--- config.mk ---
export PLATFORM = sky130hd
export DESIGN_NAME = mcast_cfg_sequencer_flat
export DESIGN_NICKNAME = d
export VERILOG_FILES = /design/src/rtl/mcast_cfg_sequencer_if.sv /design/src/rtl/mcast_cfg_sequencer.sv /design/src/flat_wrapper.sv
export SDC_FILE = /design/constraint.sdc
export NUM_CORES = 1
export LEC_CHECK = 0
export BUFFER_PORTS_ARGS = -buffer_cell sky130_fd_sc_hd__buf_2
export CAP_MARGIN = 40
export CORE_MARGIN = 2
export CORE_UTILIZATION = 42
export CTS_BUF_LIST = sky130_fd_sc_hd__clkbuf_4 sky130_fd_sc_hd__clkbuf_8 sky130_fd_sc_hd__clkbuf_16
export DETAILED_ROUTE_END_ITERATION = 8
export PLACE_DENSITY = 0.67
export SLEW_MARGIN = 5
export SYNTH_ARGS = -nofsm -noshare
export SYNTH_HDL_FRONTEND = slang
export SYNTH_SLANG_ARGS = --single-unit
--- constraint.sdc ---
create_clock -name clk -period 3.55 [get_ports clk]
set_clock_uncertainty 0.05 [all_clocks]
set_input_delay 0.5325 -clock clk [delete_from_list [all_inputs] [get_ports clk]]
set_output_delay 0.5325 -clock clk [all_outputs]
set_load 0.03 [all_outputs]
--- src/rtl/mcast_cfg_sequencer_if.sv ---
// Interface bundling the weight stream from the host/DMA with the shared
// MultiCaster row bus. The master modport is the sequencer side. The slave
// modport is the side that feeds weights and models the MultiCaster rows.
interface mcast_cfg_sequencer_if #(
    parameter int DATA_WIDTH = 16,
    parameter int NUM_COL    = 4,
    parameter int NUM_ROW    = 4
);
    localparam int TW = $clog2(NUM_COL) + 1;

    // Weight stream (host/DMA -> sequencer)
    logic                  wgt_valid;
    logic [DATA_WIDTH-1:0] wgt_data;
    logic                  wgt_ready;

    // MultiCaster row bus (sequencer -> rows)
    logic [NUM_ROW-1:0]    mc_sel;
    logic                  mc_flush_kernel;
    logic [7:0]            mc_kernel_size;
    logic [DATA_WIDTH-1:0] mc_fltr_data;
    logic                  mc_flush_tag;
    logic [TW-1:0]         mc_tag;
    logic                  pe_itr_ready;

    // Per-row status (rows -> sequencer)
    logic [NUM_ROW-1:0]    mc_kernel_busy;
    logic [NUM_ROW-1:0]    mc_tag_lock;
    logic [NUM_ROW-1:0]    mc_valid;

    modport master (
        input  wgt_valid, wgt_data,
        output wgt_ready,
        output mc_sel, mc_flush_kernel, mc_kernel_size, mc_fltr_data,
        output mc_flush_tag, mc_tag, pe_itr_ready,
        input  mc_kernel_busy, mc_tag_lock, mc_valid
    );

    modport slave (
        output wgt_valid, wgt_data,
        input  wgt_ready,
        input  mc_sel, mc_flush_kernel, mc_kernel_size, mc_fltr_data,
        input  mc_flush_tag, mc_tag, pe_itr_ready,
        output mc_kernel_busy, mc_tag_lock, mc_valid
    );
endinterface

--- src/rtl/mcast_cfg_sequencer.sv ---
// mcast_cfg_sequencer: configures NUM_ROW MultiCaster rows over one shared
// bus. For each row it flushes the kernel size, streams the filter weights,
// waits for the weight buffer, flushes the column tag and waits for the tag
// lock. It then raises pe_itr_ready until every row reports valid.
// Optional feature: define MCSEQ_TIMEOUT_EN to add a 16-bit watchdog on
// WAIT_K, WAIT_T and RUN. The watchdog raises cfg_err and aborts the sequence.
module mcast_cfg_sequencer #(
    parameter int  DATA_WIDTH  = 16,
    parameter int  NUM_COL     = 4,
    parameter int  NUM_ROW     = 4,
    parameter int  MAX_KSIZE   = 16,
    parameter int  TIMEOUT_CYC = 1024,
    localparam int TW          = $clog2(NUM_COL) + 1
) (
    input  logic          clk,
    input  logic          rstn,
    input  logic          cfg_start,
    input  logic          cfg_abort,
    input  logic [7:0]    cfg_kernel_size,
    input  logic [TW-1:0] cfg_tag_base,
    output logic          cfg_busy,
    output logic          cfg_done,
    output logic          cfg_err,
    mcast_cfg_sequencer_if.master bus
);
    localparam int RW = (NUM_ROW > 1) ? $clog2(NUM_ROW) : 1;
    localparam logic [RW-1:0] LAST_ROW = RW'(NUM_ROW - 1);

    // The kernel size port is 8 bits wide. The watchdog counter is 16 bits wide.
    if (MAX_KSIZE < 1 || MAX_KSIZE > 255) begin : g_bad_ksize
        $error("MAX_KSIZE must lie in 1..255");
    end
    if (TIMEOUT_CYC < 1 || TIMEOUT_CYC > 65535) begin : g_bad_timeout
        $error("TIMEOUT_CYC must lie in 1..65535");
    end

    typedef enum logic [2:0] {
        ST_IDLE, ST_FLUSH_K, ST_LOAD_W, ST_WAIT_K,
        ST_FLUSH_T, ST_WAIT_T, ST_RUN, ST_DONE
    } state_e;

    state_e                state_q, state_d;
    logic [RW-1:0]         row_q, row_d;
    logic [7:0]            beat_q, beat_d;
    logic [7:0]            ksize_q, ksize_d;
    logic [TW-1:0]         tag_base_q, tag_base_d;
    logic                  cfg_busy_q, cfg_busy_d;
    logic                  cfg_done_q, cfg_done_d;
    logic                  cfg_err_q, cfg_err_d;
    logic                  wgt_ready_q, wgt_ready_d;
    logic [NUM_ROW-1:0]    mc_sel_q, mc_sel_d;
    logic                  flush_k_q, flush_k_d;
    logic [DATA_WIDTH-1:0] fltr_q, fltr_d;
    logic                  flush_t_q, flush_t_d;
    logic [TW-1:0]         tag_q, tag_d;
    logic                  pe_rdy_q, pe_rdy_d;
`ifdef MCSEQ_TIMEOUT_EN
    localparam logic [15:0] TIMER_LIMIT = 16'(TIMEOUT_CYC - 1);
    logic [15:0]           timer_q, timer_d;
`endif

    logic beat_fire;
    logic size_bad;

    assign beat_fire = bus.wgt_valid & wgt_ready_q;
    assign size_bad  = (cfg_kernel_size == 8'd0) || (int'(cfg_kernel_size) > MAX_KSIZE);

    // Next-state and next-output logic for the whole sequencer.
    always_comb begin
        // NOTE: each signal assigned in this block gets a default value first.
        // No path through the case statement can then leave a signal unassigned,
        // so synthesis infers no latch.
        state_d     = state_q;
        row_d       = row_q;
        beat_d      = beat_q;
        ksize_d     = ksize_q;
        tag_base_d  = tag_base_q;
        cfg_done_d  = 1'b0;
        cfg_err_d   = 1'b0;
        wgt_ready_d = 1'b0;
        flush_k_d   = 1'b0;
        flush_t_d   = 1'b0;
        pe_rdy_d    = 1'b0;
        fltr_d      = '0;
        tag_d       = '0;

        unique case (state_q)
            ST_IDLE: begin
                if (cfg_start) begin
                    tag_base_d = cfg_tag_base;
                    if (size_bad) begin
                        cfg_err_d = 1'b1;
                    end else begin
                        // Only a legal size reaches mc_kernel_size.
                        ksize_d   = cfg_kernel_size;
                        row_d     = '0;
                        beat_d    = '0;
                        flush_k_d = 1'b1;
                        state_d   = ST_FLUSH_K;
                    end
                end
            end
            ST_FLUSH_K: begin
                wgt_ready_d = 1'b1;
                state_d     = ST_LOAD_W;
            end
            ST_LOAD_W: begin
                wgt_ready_d = 1'b1;
                if (beat_fire) begin
                    fltr_d = bus.wgt_data;
                    beat_d = beat_q + 8'd1;
                    if (beat_q == ksize_q - 8'd1) begin
                        wgt_ready_d = 1'b0;
                        state_d     = ST_WAIT_K;
                    end
                end
            end
            ST_WAIT_K: begin
                // The first sample is taken one cycle after entry. By then the
                // row has seen its last weight and can report busy.
                if (!bus.mc_kernel_busy[row_q]) begin
                    flush_t_d = 1'b1;
                    tag_d     = tag_base_q + TW'(row_q);
                    state_d   = ST_FLUSH_T;
                end
            end
            ST_FLUSH_T: begin
                state_d = ST_WAIT_T;
            end
            ST_WAIT_T: begin
                if (bus.mc_tag_lock[row_q]) begin
                    if (row_q == LAST_ROW) begin
                        pe_rdy_d = 1'b1;
                        state_d  = ST_RUN;
                    end else begin
                        row_d     = row_q + RW'(1);
                        beat_d    = '0;
                        flush_k_d = 1'b1;
                        state_d   = ST_FLUSH_K;
                    end
                end
            end
            ST_RUN: begin
                if (&bus.mc_valid) begin
                    cfg_done_d = 1'b1;
                    state_d    = ST_DONE;
                end else begin
                    pe_rdy_d = 1'b1;
                end
            end
            ST_DONE: begin
                state_d = ST_IDLE;
            end
            default: state_d = ST_IDLE;
        endcase

`ifdef MCSEQ_TIMEOUT_EN
        // The watchdog counts only while a wait state holds.
        // It restarts on every state change.
        timer_d = '0;
        if ((state_d == state_q) &&
            (state_q == ST_WAIT_K || state_q == ST_WAIT_T || state_q == ST_RUN)) begin
            if (timer_q == TIMER_LIMIT) begin
                state_d   = ST_IDLE;
                row_d     = '0;
                beat_d    = '0;
                pe_rdy_d  = 1'b0;
                cfg_err_d = 1'b1;
            end else begin
                timer_d = timer_q + 16'd1;
            end
        end
`endif

        // Abort overrides every transition. This includes a start seen in the
        // same cycle and a weight beat arriving in the same cycle.
        if (cfg_abort) begin
            state_d     = ST_IDLE;
            row_d       = '0;
            beat_d      = '0;
            cfg_done_d  = 1'b0;
            cfg_err_d   = 1'b0;
            wgt_ready_d = 1'b0;
            flush_k_d   = 1'b0;
            flush_t_d   = 1'b0;
            pe_rdy_d    = 1'b0;
            fltr_d      = '0;
            tag_d       = '0;
`ifdef MCSEQ_TIMEOUT_EN
            timer_d     = '0;
`endif
        end

        cfg_busy_d = (state_d != ST_IDLE);
        mc_sel_d   = '0;
        if (state_d inside {ST_FLUSH_K, ST_LOAD_W, ST_WAIT_K, ST_FLUSH_T, ST_WAIT_T}) begin
            mc_sel_d = NUM_ROW'(1) << row_d;
        end
    end

    // State, counters and registered outputs.
    always_ff @(posedge clk or negedge rstn) begin
        // NOTE: sequential state uses only non-blocking assignments. Every flop
        // then samples values from before the clock edge, whatever the
        // statement order.
        if (!rstn) begin
            state_q     <= ST_IDLE;
            row_q       <= '0;
            beat_q      <= '0;
            ksize_q     <= '0;
            tag_base_q  <= '0;
            cfg_busy_q  <= 1'b0;
            cfg_done_q  <= 1'b0;
            cfg_err_q   <= 1'b0;
            wgt_ready_q <= 1'b0;
            mc_sel_q    <= '0;
            flush_k_q   <= 1'b0;
            fltr_q      <= '0;
            flush_t_q   <= 1'b0;
            tag_q       <= '0;
            pe_rdy_q    <= 1'b0;
`ifdef MCSEQ_TIMEOUT_EN
            timer_q     <= '0;
`endif
        end else begin
            state_q     <= state_d;
            row_q       <= row_d;
            beat_q      <= beat_d;
            ksize_q     <= ksize_d;
            tag_base_q  <= tag_base_d;
            cfg_busy_q  <= cfg_busy_d;
            cfg_done_q  <= cfg_done_d;
            cfg_err_q   <= cfg_err_d;
            wgt_ready_q <= wgt_ready_d;
            mc_sel_q    <= mc_sel_d;
            flush_k_q   <= flush_k_d;
            fltr_q      <= fltr_d;
            flush_t_q   <= flush_t_d;
            tag_q       <= tag_d;
            pe_rdy_q    <= pe_rdy_d;
`ifdef MCSEQ_TIMEOUT_EN
            timer_q     <= timer_d;
`endif
        end
    end

    assign cfg_busy            = cfg_busy_q;
    assign cfg_done            = cfg_done_q;
    assign cfg_err             = cfg_err_q;
    assign bus.wgt_ready       = wgt_ready_q;
    assign bus.mc_sel          = mc_sel_q;
    assign bus.mc_flush_kernel = flush_k_q;
    assign bus.mc_kernel_size  = ksize_q;
    assign bus.mc_fltr_data    = fltr_q;
    assign bus.mc_flush_tag    = flush_t_q;
    assign bus.mc_tag          = tag_q;
    assign bus.pe_itr_ready    = pe_rdy_q;
endmodule

--- src/flat_wrapper.sv ---
// flat-port wrapper written by rule: the top's interface ports become plain ports
module mcast_cfg_sequencer_flat 
#(
    parameter int  DATA_WIDTH  = 16,
    parameter int  NUM_COL     = 4,
    parameter int  NUM_ROW     = 4,
    parameter int  MAX_KSIZE   = 16,
    parameter int  TIMEOUT_CYC = 1024,
    localparam int TW          = $clog2(NUM_COL) + 1
)
  (clk, rstn, cfg_start, cfg_abort, cfg_kernel_size, cfg_tag_base, cfg_busy, cfg_done, cfg_err, bus_wgt_valid, bus_wgt_data, bus_wgt_ready, bus_mc_sel, bus_mc_flush_kernel, bus_mc_kernel_size, bus_mc_fltr_data, bus_mc_flush_tag, bus_mc_tag, bus_pe_itr_ready, bus_mc_kernel_busy, bus_mc_tag_lock, bus_mc_valid);
  mcast_cfg_sequencer_if #(.DATA_WIDTH(DATA_WIDTH), .NUM_COL(NUM_COL), .NUM_ROW(NUM_ROW)) bus_i ();
  input  logic clk;
  input  logic rstn;
  input  logic cfg_start;
  input  logic cfg_abort;
  input  logic [7:0] cfg_kernel_size;
  input  logic [TW-1:0] cfg_tag_base;
  output logic cfg_busy;
  output logic cfg_done;
  output logic cfg_err;
  input wire logic [$bits(bus_i.wgt_valid)-1:0] bus_wgt_valid;
  input wire logic [$bits(bus_i.wgt_data)-1:0] bus_wgt_data;
  output wire logic [$bits(bus_i.wgt_ready)-1:0] bus_wgt_ready;
  output wire logic [$bits(bus_i.mc_sel)-1:0] bus_mc_sel;
  output wire logic [$bits(bus_i.mc_flush_kernel)-1:0] bus_mc_flush_kernel;
  output wire logic [$bits(bus_i.mc_kernel_size)-1:0] bus_mc_kernel_size;
  output wire logic [$bits(bus_i.mc_fltr_data)-1:0] bus_mc_fltr_data;
  output wire logic [$bits(bus_i.mc_flush_tag)-1:0] bus_mc_flush_tag;
  output wire logic [$bits(bus_i.mc_tag)-1:0] bus_mc_tag;
  output wire logic [$bits(bus_i.pe_itr_ready)-1:0] bus_pe_itr_ready;
  input wire logic [$bits(bus_i.mc_kernel_busy)-1:0] bus_mc_kernel_busy;
  input wire logic [$bits(bus_i.mc_tag_lock)-1:0] bus_mc_tag_lock;
  input wire logic [$bits(bus_i.mc_valid)-1:0] bus_mc_valid;
  assign bus_i.wgt_valid = bus_wgt_valid;
  assign bus_i.wgt_data = bus_wgt_data;
  assign bus_wgt_ready = bus_i.wgt_ready;
  assign bus_mc_sel = bus_i.mc_sel;
  assign bus_mc_flush_kernel = bus_i.mc_flush_kernel;
  assign bus_mc_kernel_size = bus_i.mc_kernel_size;
  assign bus_mc_fltr_data = bus_i.mc_fltr_data;
  assign bus_mc_flush_tag = bus_i.mc_flush_tag;
  assign bus_mc_tag = bus_i.mc_tag;
  assign bus_pe_itr_ready = bus_i.pe_itr_ready;
  assign bus_i.mc_kernel_busy = bus_mc_kernel_busy;
  assign bus_i.mc_tag_lock = bus_mc_tag_lock;
  assign bus_i.mc_valid = bus_mc_valid;
  mcast_cfg_sequencer #(.DATA_WIDTH(DATA_WIDTH), .NUM_COL(NUM_COL), .NUM_ROW(NUM_ROW), .MAX_KSIZE(MAX_KSIZE), .TIMEOUT_CYC(TIMEOUT_CYC)) u_core (.clk(clk), .rstn(rstn), .cfg_start(cfg_start), .cfg_abort(cfg_abort), .cfg_kernel_size(cfg_kernel_size), .cfg_tag_base(cfg_tag_base), .cfg_busy(cfg_busy), .cfg_done(cfg_done), .cfg_err(cfg_err), .bus(bus_i));
endmodule
==> metrics.txt, run 1 <==
setup TNS=0 ps; f_max=0.4373 GHz; GP Congestion=0.7462; first-pass GRT wire length=9.246 mm; Rows=29; Top Metal Used=met4; initial antenna violation count=0; met2 WL=2.921 mm; final core utilization=52.58%; worst r2r src=u_core.state_q[1]$_DFF_PN0_; worst r2r dst=u_core.bus.mc_flush_kernel$_DFF_PN0_; vias in the first global route=2029; max cap viols=0; Peak VDD IR=0.2228 mV; largest net degree at the start of global routing=29; vias per cell=5.132; Crit Path Class=register to register; Total Power=0.001333 W; Req. time, crit path=3720 ps; wire per inst=13.57 um; later-pin clock latency in the skew report=310 ps; pre-CTS WS=1064 ps; Layout Nets=386; post-CTS setup repair buffer count=0; area grow syn2layout=22.53%; Hold-fix buffers, CTS=0; Post-Synthesis Cell Area=2694 um^2; drt total wl=5.646 mm; met3 WL=203 um; Worst slew margin=61.57%; async set-reset flop share out of synthesis=100.0%; Inserted Diodes=0; Final Slew Violations=0; CTS tree=built; io pins=82; crit path DAT=2460 ps; Filler Cell Count=593; H-tree depth=2; Most used DFF post-synth=dfrtp_1; FF-to-FF setup slack=1260 ps; via count=2135; slew of the pin with the lowest slew margin=571.2 ps; Die Span X=84.09 um; synthesized flop and latch total=54; period utilization=64.41%; layout cells sized above 1=30.38%; synthesized net count=306; Final HPWL DP=4.270 mm; CP Capture Type=register; TritonCTS Buffers=5; sequential cell area fraction in the yosys report=50.16%; endpoints failing setup=0; Final ANT Viol Nets=0; startpoint types=register; total power divided by cell area=404.0 nW/um^2; DIE AREA=7070 um^2; EDFF count, synth=0; RSZ-0062 raised after global routing=false; leak pwr=1.684 nW; R2R cell count=6; Syn Inst Count=258; core box area=6277 um^2; DRC Markers=0; IO Port Bufs=81; Final Hold Viols=0; outcome=complete, no violations; CP Max Fanout=20; clk buf depth=2; Initial Util=42.91%; Cell variety after synth=49; Tmin final=2287 ps; Synth warnings=0; PnR worst setup slack=1263 ps; Mean Syn Cell Area=10.44 um^2; GR Overflow Total=0; total track usage=16.44%; WHS=21.29 ps; clock root cell=clkbuf_8; drt pass-1 iters=4; DRT iter0 DRCs=114; Sink Count=54; # resized after CTS=0; M1 WL=2.451 mm; Clock transition at path regs=100 ps; worst min path class=input pin to asynchronous set/reset pin; Die Span Y=84.09 um
-- cell families after synthesis --
kind of cell	count (synthesis)	share of synthesized area, %
mux	12	5.109
buf+inv	24	3.716
xor+xnor	11	3.576
simple gates	103	22.76
flops	54	50.16
compound gates	50	12.54
fa+ha+maj	4	2.137
-- cells in the mapped netlist, types with 3 or more instances --
library cell | instances | area [um^2]
a211oi_1 | 4 | 30.03
a21boi_0 | 4 | 30.03
a21oi_1 | 10 | 50.05
a31oi_1 | 7 | 43.79
and2_1 | 25 | 156.4
and3_1 | 4 | 25.02
buf_2 | 5 | 25.02
clkbuf_1 | 5 | 18.77
dfrtp_1 | 54 | 1351
ha_1 | 3 | 37.54
inv_1 | 13 | 48.80
mux2_2 | 4 | 45.04
mux2i_1 | 7 | 70.07
nand2_1 | 22 | 82.58
nand2b_1 | 8 | 50.05
nand3_1 | 6 | 30.03
nor2_1 | 7 | 26.28
nor2b_1 | 7 | 43.79
nor3_1 | 8 | 40.04
nor4_1 | 4 | 25.02
o21ai_0 | 9 | 45.04
xnor2_1 | 6 | 52.55
xor2_1 | 5 | 43.79
-- power breakdown --
group          internal, W  switching (W)  leakage (nW)
Sequential        0.000637      0.0000323         0.738
Combinational    0.0000971       0.000128         0.884
Clock             0.000232       0.000206        0.0618
Total             0.000966       0.000367          1.68
-- routing by layer --
layer / global-route usage, % / vias up
li1: - / 1061
met5: 0 / -
met3: 3.165 / 7
met2: 29.94 / 42
met1: 19.49 / 1025
met4: 4.839 / 0
-- stage by stage --
step / std cells / area [um^2]
finish: 416 / 3301
global route: 416 / 3301
CTS: 416 / 3301
detailed placement: 408 / 3179
global placement: 407 / 3159
floorplan: 258 / 2694
-- cell type report --
cell class              count  area [um^2]  share of cell area (%)
flip-flops and latches     54         1351                   40.94
multi-input cells         180         1242                   37.64
repair buffers             84        440.4                   13.34
well taps                  77        96.34                   2.919
clock buffers               6        82.58                   2.502
inverters                  13        48.80                   1.478
clock inverters             2        38.79                   1.175
-- registers in the layout (all words and copies together) (netlist names), 2 cells and up --
| signal | flops |
|---|---|
| u_core.tag_base_q | 3 |
| u_core.beat_q | 8 |
| u_core.state_q | 3 |
| u_core.bus.mc_kernel_size | 8 |
| u_core.row_q | 2 |
| u_core.bus.mc_fltr_data | 16 |
| u_core.bus.mc_sel | 4 |
| u_core.bus.mc_tag | 3 |
-- layout by cell type, fill, tap and decap left out, drive strengths merged, types with 8 or more instances in the layout --
master	n
o21ai	9
and2	25
nor3	8
nand2	22
a21oi	11
nand2b	8
inv	14
dfrtp	54
buf	84
-- worst max-delay path: stages (launching register included) --
cell and delay (ps):
dfrtp_1 580, nor4b_4 490, nor2b_1 190, buf_4 220, o2111ai_1 130, a211o_1 320, a211oi_1 210
-- how the worst max path moves through the flow --
stage | cells after the start | slack (ps) | endpoint | start
6_report | 6 | 1260 | u_core.bus.mc_flush_kernel$_DFF_PN0_ | u_core.state_q[1]$_DFF_PN0_
2_1_floorplan | 7 | 1540 | u_core.bus.mc_flush_kernel$_DFF_PN0_ | u_core.bus.mc_kernel_size[0]$_DFFE_PN0P_
5_1_grt | 6 | 1080 | u_core.bus.mc_flush_kernel$_DFF_PN0_ | u_core.state_q[1]$_DFF_PN0_
3_3_place_gp | 7 | 1120 | u_core.bus.mc_flush_kernel$_DFF_PN0_ | cfg_abort
3_5_place_dp | 7 | 1060 | u_core.bus.mc_flush_kernel$_DFF_PN0_ | cfg_abort
4_1_cts | 6 | 1240 | u_core.bus.mc_flush_kernel$_DFF_PN0_ | u_core.state_q[1]$_DFF_PN0_
Power figures use the tool's default switching activity.
==> run 2, diff against run 1 <==
--- a/config.mk
+++ b/config.mk
@@ -5,13 +5,14 @@
 export SDC_FILE = /design/constraint.sdc
 export NUM_CORES = 1
 export LEC_CHECK = 0
+export ABC_AREA = 1
 export BUFFER_PORTS_ARGS = -buffer_cell sky130_fd_sc_hd__buf_2
 export CAP_MARGIN = 40
 export CORE_MARGIN = 2
 export CORE_UTILIZATION = 42
 export CTS_BUF_LIST = sky130_fd_sc_hd__clkbuf_4 sky130_fd_sc_hd__clkbuf_8 sky130_fd_sc_hd__clkbuf_16
 export DETAILED_ROUTE_END_ITERATION = 8
-export PLACE_DENSITY = 0.67
+export PLACE_DENSITY = 0.68
 export SLEW_MARGIN = 5
 export SYNTH_ARGS = -nofsm -noshare
 export SYNTH_HDL_FRONTEND = slang
==> constraint.sdc (replaced) <==
create_clock -name clk -period 2.2 [get_ports clk]
set_clock_uncertainty 0.05 [all_clocks]
set_input_delay 0.33 -clock clk [delete_from_list [all_inputs] [get_ports clk]]
set_output_delay 0.33 -clock clk [all_outputs]
set_load 0.03 [all_outputs]
==> metrics.txt, run 2 <==
outcome=complete, no violations (unchanged); drt pass-1 iters=4 (unchanged); drt total wl=5.773 mm (was 5.646 mm); TritonCTS Buffers=5 (unchanged); max cap viols=0 (unchanged); crit path DAT=2120 ps (was 2460 ps); Sink Count=54 (unchanged); EDFF count, synth=0 (unchanged); DRT iter0 DRCs=90 (was 114); Final ANT Viol Nets=0 (unchanged); Synth top area share=51.18% (was 50.16%); DIE AREA=6936 um^2 (was 7070 um^2); Die Span Y=83.28 um (was 84.09 um); Initial Util=44.07% (was 42.91%); vias per cell=4.711 (was 5.132); DRC Markers=0 (unchanged); synthesized net count=378 (was 306); sequential cell area fraction in the yosys report=51.18% (was 50.16%); RSZ-0062 raised after global routing=false (unchanged); IO Port Bufs=81 (unchanged); startpoint types=register (unchanged); later-pin clock latency in the skew report=310 ps (about the same); clock root cell=clkbuf_8 (unchanged); total power divided by cell area=670.3 nW/um^2 (was 404.0 nW/um^2); Layout Nets=467 (was 386); initial antenna violation count=0 (unchanged); core box area=5991 um^2 (was 6277 um^2); f_max=0.5207 GHz (was 0.4373 GHz); Inserted Diodes=0 (unchanged); clk buf depth=2 (unchanged); dominant cell type by area after synthesis=dfrtp_1 (unchanged); crit path cell chain=inv_2 -> ha_2 -> inv_1 -> nand2_1 -> nand2_1 -> nand3_1 -> nor2_1 -> nand3_1 -> nor2_1 -> nand3_1 -> nand2_1 -> nand2_1 -> nand3_1 -> nand2_2 -> nor2_1 (was nor4b_4 -> nor2b_1 -> buf_4 -> o2111ai_1 -> a211o_1 -> a211oi_1); worst r2r src=u_core.bus.mc_kernel_size[0]$_DFFE_PN0P_ (was u_core.state_q[1]$_DFF_PN0_); slowest cell on the critical path=dfrtp_1 (unchanged); Crit Path Class=register to register (unchanged); first-pass GRT wire length=10.14 mm (was 9.246 mm); Most used DFF post-synth=dfrtp_1 (unchanged); GR Overflow Total=0 (unchanged); Post-Synthesis Cell Area=2640 um^2 (was 2694 um^2); Synth warnings=0 (unchanged); source of the critical timing path=u_core.bus.mc_kernel_size[0]$_DFFE_PN0P_ (was u_core.state_q[1]$_DFF_PN0_); io pins=82 (unchanged); Cell variety after synth=32 (was 49); Total Power=0.002203 W (was 0.001333 W); via count=2332 (was 2135); Rows=28 (was 29); Final Hold Viols=0 (unchanged); CTS tree=built (unchanged); max incr delay on CP=420 ps (was 580 ps); final core utilization=54.87% (was 52.58%); most frequent cells in the layout=89 x nand2_1, 81 x buf_2, 60 x nor2_1, 54 x dfrtp_1, 34 x inv_1 (was 81 x buf_2, 54 x dfrtp_1, 25 x and2_1, 22 x nand2_1, 13 x inv_1); wire per inst=11.66 um (was 13.57 um); max FFs per register=16 (unchanged); Worst slew margin=62.15% (was 61.57%); Synth area leaders=dfrtp_1 51%, nand2_1 13%, nor2_1 8.5%, inv_1 5.0%, nand3_1 3.2% (was dfrtp_1 50%, and2_1 5.8%, nand2_1 3.1%, mux2i_1 2.6%, xnor2_1 2.0%); layout cells sized above 1=26.90% (was 30.38%); commonest non-fill, non-tap cell in the layout=nand2_1 (was buf_2); Peak VDD IR=0.4103 mV (was 0.2228 mV); slew of the pin with the lowest slew margin=567.7 ps (was 571.2 ps); CP Max Fanout=5 (was 20); GP Congestion=0.8489 (was 0.7462); vias in the first global route=2357 (was 2029); CP Capture Type=register (unchanged); Die Span X=83.28 um (was 84.09 um); Tmin final=1921 ps (was 2287 ps); leak pwr=1.759 nW (was 1.684 nW); endpoints failing setup=0 (unchanged); Req. time, crit path=2400 ps (was 3720 ps); Hold Crit Start=cfg_tag_base[0]; period utilization=87.30% (was 64.41%); top-count cell post-synth=nand2_1 (was dfrtp_1); H-tree depth=2 (unchanged); synth cell count leaders=89 x nand2_1, 60 x nor2_1, 54 x dfrtp_1 (was 54 x dfrtp_1, 25 x and2_1, 22 x nand2_1); largest net degree at the start of global routing=32 (was 29); Final Slew Violations=0 (unchanged); Clock transition at path regs=100 ps (about the same); setup TNS=0 ps (unchanged); Mean Syn Cell Area=8.000 um^2 (was 10.44 um^2); async set-reset flop share out of synthesis=100.0% (unchanged); synthesized flop and latch total=54 (unchanged); area grow syn2layout=24.50% (was 22.53%); Final HPWL DP=4.478 mm (was 4.270 mm); worst min path class=input pin to register (was input pin to asynchronous set/reset pin); total track usage=17.54% (was 16.44%); Syn Inst Count=330 (was 258)
run 2: final cells by class:
type	instances	area [um^2]
inverters	41	156.4
fillers	595	2704
repair buffers	86	457.9
multi-input cells	231	1115
clock buffers	5	68.82
well taps	75	93.84
flip-flops and latches	54	1351
clock inverters	3	43.79
run 2: final timing paths:
| check | slack [ps] | end | cells past startpoint |
|---|---|---|---|
| max in group asynchronous | 1060 | u_core.state_q[1]$_DFF_PN0_ | 3 |
| hold reg to reg | 450 | u_core.tag_base_q[0]$_DFFE_PN0P_ | 2 |
| min in group asynchronous | 490 | u_core.bus.mc_flush_tag$_DFF_PN0_ | 2 |
| hold / removal | 160 | u_core.tag_base_q[0]$_DFFE_PN0P_ | 3 |
| setup reg to reg | 280 | u_core.bus.mc_sel[3]$_DFF_PN0_ | 15 |
| setup / recovery | 280 | u_core.bus.mc_sel[3]$_DFF_PN0_ | 15 |
run 2: per-layer routing:
metal	track usage (%)	routed length [um]	up-vias
li1	-	-	1208
met1	22.31	2621	1053
met2	29.84	2696	69
met3	5.368	439	2
met4	3.130	16	0
met5	0	0	-
run 2: cell families after synthesis:
logic type	share of synthesized area (%)
and+or+nand+nor	32.18
DFF	51.18
buffers and inverters	6.682
AOI/OAI and AO/OA	5.782
xor gates and xnor gates	1.991
adders and majority gates	2.180
run 2: critical path: cells and delay by family, from the launching register on:
family / cells / cell delay (ps)
flip-flops: 1 / 420
AND/OR/NAND/NOR: 12 / 960
buffers and inverters: 2 / 150
adder cells (fa/ha/maj): 1 / 280
run 2: power by group:
group	switching, W	internal [W]	leakage [nW]	total (W)
clock	0.000337	0.000342	0.0585	0.000678
sequential	0.0000516	0.00104	0.735	0.00109
combinational	0.000283	0.000154	0.965	0.000437
run 2: what timing repair did:
| item | 4_1_cts | 5_1_grt |
|---|---|---|
| setup endpoints to repair | 0 | 4 |
| setup buffers | 0 | 0 |
| gates resized for setup | 0 | 2 |
| endpoints found under the hold margin | 23 | 0 |
| hold buffers | 1 | 0 |
run 2: through the flow:
step                      instances  cell area [um^2]  worst slack [ps]  hold WS, ps
after global placement          486              3162             321.9        310.0
after detailed placement        486              3162             252.1        312.1
final                           495              3287             279.4        161.4
after CTS                       495              3284             222.8        159.3
after floorplan                 330              2640             283.7       -15.59
after global routing            495              3287            0.6219        166.4
==> run 3, diff against run 2 <==
--- a/config.mk
+++ b/config.mk
@@ -8,6 +8,7 @@
 export ABC_AREA = 1
 export BUFFER_PORTS_ARGS = -buffer_cell sky130_fd_sc_hd__buf_2
 export CAP_MARGIN = 40
+export CORE_ASPECT_RATIO = 0.75
 export CORE_MARGIN = 2
 export CORE_UTILIZATION = 42
 export CTS_BUF_LIST = sky130_fd_sc_hd__clkbuf_4 sky130_fd_sc_hd__clkbuf_8 sky130_fd_sc_hd__clkbuf_16
==> metrics.txt, run 3 (synthesis results as in run 2) <==
combinational cell fraction of total power=20.8% (was 19.8%); first-pass GRT wire length=9.818 mm (was 10.14 mm); Final Slew Violations=0 (unchanged); TritonCTS Buffers=5 (unchanged); worst r2r src=u_core.bus.mc_kernel_size[0]$_DFFE_PN0P_ (unchanged); post-CTS setup repair buffer count=0 (unchanged); Final Hold Viols=0 (unchanged); DRC Markers=0 (unchanged); largest net degree at the start of global routing=21 (was 32); io pins=82 (unchanged); startpoint types=register (unchanged); Initial Util=44.40% (was 44.07%); Cell Int Power=0.001432 W (was 0.001532 W); clock power share=27.5% (was 30.8%); IO Port Bufs=81 (unchanged); most frequent cells in the layout=89 x nand2_1, 81 x buf_2, 60 x nor2_1, 54 x dfrtp_1, 34 x inv_1 (unchanged); commonest non-fill, non-tap cell in the layout=nand2_1 (unchanged); Post-Place Cells=490 (was 486); clk buf depth=2 (unchanged); layout cells sized above 1=27.08% (was 26.90%); H-tree depth=2 (unchanged); crit path cell chain=inv_2 -> ha_2 -> inv_1 -> nand2_1 -> nand2_1 -> nand3_1 -> nor2_1 -> nand3_1 -> nor2_1 -> nand3_1 -> nand2_1 -> nand2_1 -> nand2_1 -> nand2_1 -> nor2_1 (was inv_2 -> ha_2 -> inv_1 -> nand2_1 -> nand2_1 -> nand3_1 -> nor2_1 -> nand3_1 -> nor2_1 -> nand3_1 -> nand2_1 -> nand2_1 -> nand3_1 -> nand2_2 -> nor2_1); Req. time, crit path=2390 ps (was 2400 ps); crit path DAT=2140 ps (was 2120 ps); GP Congestion=0.8212 (was 0.8489); core box area=5946 um^2 (was 5991 um^2); Peak VDD IR=0.2930 mV (was 0.4103 mV); Finished Layout Cells=499 (was 495); slowest cell on the critical path=dfrtp_1 (unchanged); Inserted Diodes=0 (unchanged); CP Max Fanout=5 (unchanged); max FFs per register=16 (unchanged); Hold Crit Start=cfg_tag_base[1] (was cfg_tag_base[0]); Sink Count=54 (unchanged); Die Span X=95.55 um (was 83.28 um); drt total wl=5.924 mm (was 5.773 mm); initial antenna violation count=0 (unchanged); via count=2318 (was 2332); Crit Path Class=register to register (unchanged); source of the critical timing path=u_core.bus.mc_kernel_size[0]$_DFFE_PN0P_ (unchanged); CTS tree=built (unchanged); later-pin clock latency in the skew report=310 ps (about the same); GR Overflow Total=0 (unchanged); Layout Nets=468 (was 467); endpoints failing setup=0 (unchanged); f_max=0.5136 GHz (was 0.5207 GHz); CP Capture Type=register (unchanged); max cap viols=0 (unchanged); Final HPWL DP=4.525 mm (was 4.478 mm); pre-CTS WS=196.3 ps (was 252.1 ps); total power divided by cell area=643.4 nW/um^2 (was 670.3 nW/um^2); vias per cell=4.645 (was 4.711); Worst slew margin=71.74% (was 62.15%); Seq pwr share=51.7% (was 49.4%); Final ANT Viol Nets=0 (unchanged); Rows=24 (was 28); clock root cell=clkbuf_8 (unchanged); RSZ-0062 raised after global routing=false (unchanged); critical path's most frequent cell=nand2_1; total track usage=18.13% (was 17.54%); worst min path class=input pin to register (unchanged); max incr delay on CP=430 ps (was 420 ps); Clock transition at path regs=100 ps (about the same); area grow syn2layout=23.70% (was 24.50%); vias in the first global route=2139 (was 2357); wire per inst=11.87 um (was 11.66 um); period utilization=88.49% (was 87.30%); outcome=complete, no violations (unchanged); Die Span Y=72.66 um (was 83.28 um); setup TNS=0 ps (unchanged); final core utilization=54.92% (was 54.87%); Tmin final=1947 ps (was 1921 ps); slew of the pin with the lowest slew margin=423.9 ps (was 567.7 ps); Switching Share=31.87% (was 30.47%); DIE AREA=6943 um^2 (was 6936 um^2); drt pass-1 iters=4 (unchanged); Net Sw Power=0.0006696 W (was 0.0006713 W); PnR worst setup slack=253.1 ps (was 279.4 ps); leak pwr=1.746 nW (was 1.759 nW); DRT iter0 DRCs=134 (was 90)
==> run 3: cell types whose count changed in the layout (fill, tap and decap cells not counted), sizes merged <==
cell / previous run / this run
clkinv: 2 / 1
bufinv: 1 / 0
clkinvlp: 0 / 1
buf: 85 / 86
clkbuf: 5 / 6
==> run 3: area by class of cell <==
class / instances / area [um^2]
clock inverters: 2 / 16.27
repair buffers: 87 / 452.9
fillers: 592 / 2680
clock buffers: 6 / 76.32
multi-input cells: 231 / 1115
well taps: 78 / 97.59
inverters: 41 / 156.4
flip-flops and latches: 54 / 1351
==> run 3: timing repair <==
action	in CTS	in global routing
gates resized for setup	0	2
endpoints found under the setup margin	0	5
hold endpoints to repair	18	0
hold buffers	1	0
==> run 3: metal layers <==
| metal | share of wire, % | wire length (um) | up-vias | global-route usage [%] |
|---|---|---|---|---|
| met1 | 52 | 3052 | 1036 | 27.44 |
| met4 | 0.41 | 24 | 0 | 4.286 |
| met5 | 0 | 0 | - | 0 |
| met2 | 40 | 2393 | 70 | 25.56 |
| met3 | 7.6 | 453 | 2 | 5.475 |
| li1 | - | - | 1210 | - |
==> run 3: power by group through the flow <==
stage / registers [W] / logic (W) / clock network (W)
4_1_cts: 0.00108 / 0.000439 / 0.000592
5_1_grt: 0.00110 / 0.000491 / 0.000632
3_5_place_dp: 0.00110 / 0.000435 / 0
6_report: 0.00109 / 0.000437 / 0.000578
2_1_floorplan: 0.00117 / 0.000210 / 0
3_3_place_gp: 0.00110 / 0.000429 / 0
==> run 3: path summary, 6_finish.rpt <==
| check | to | slack [ps] | cells after the start |
|---|---|---|---|
| worst max-delay path | u_core.bus.mc_flush_kernel$_DFF_PN0_ | 250 | 15 |
| worst min-delay path | u_core.tag_base_q[1]$_DFFE_PN0P_ | 160 | 3 |
| worst max register to register | u_core.bus.mc_flush_kernel$_DFF_PN0_ | 250 | 15 |
| worst min register to register | u_core.tag_base_q[0]$_DFFE_PN0P_ | 440 | 2 |
| max in group asynchronous | u_core.beat_q[1]$_DFFE_PN0P_ | 1040 | 3 |
| min in group asynchronous | u_core.bus.mc_tag[1]$_DFF_PN0_ | 420 | 2 |
==> run 3: worst max-delay path: cells and delay by family (launching register included) <==
| kind | cells | cell delay, ps |
|---|---|---|
| AND/OR/NAND/NOR | 12 | 960 |
| adder cells (fa/ha/maj) | 1 | 280 |
| buffers and inverters | 2 | 160 |
| flip-flops | 1 | 430 |
==> run 3: through the flow <==
step                      hold slack (ps)  area [um^2]  total power [W]
after global placement              246.7         3161         0.001533
after CTS                           161.4         3263         0.002117
final                               163.1         3266         0.002101
after global routing                171.2         3266         0.002218
after floorplan                    -15.59         2640         0.001384
after detailed placement            246.2         3161         0.001539
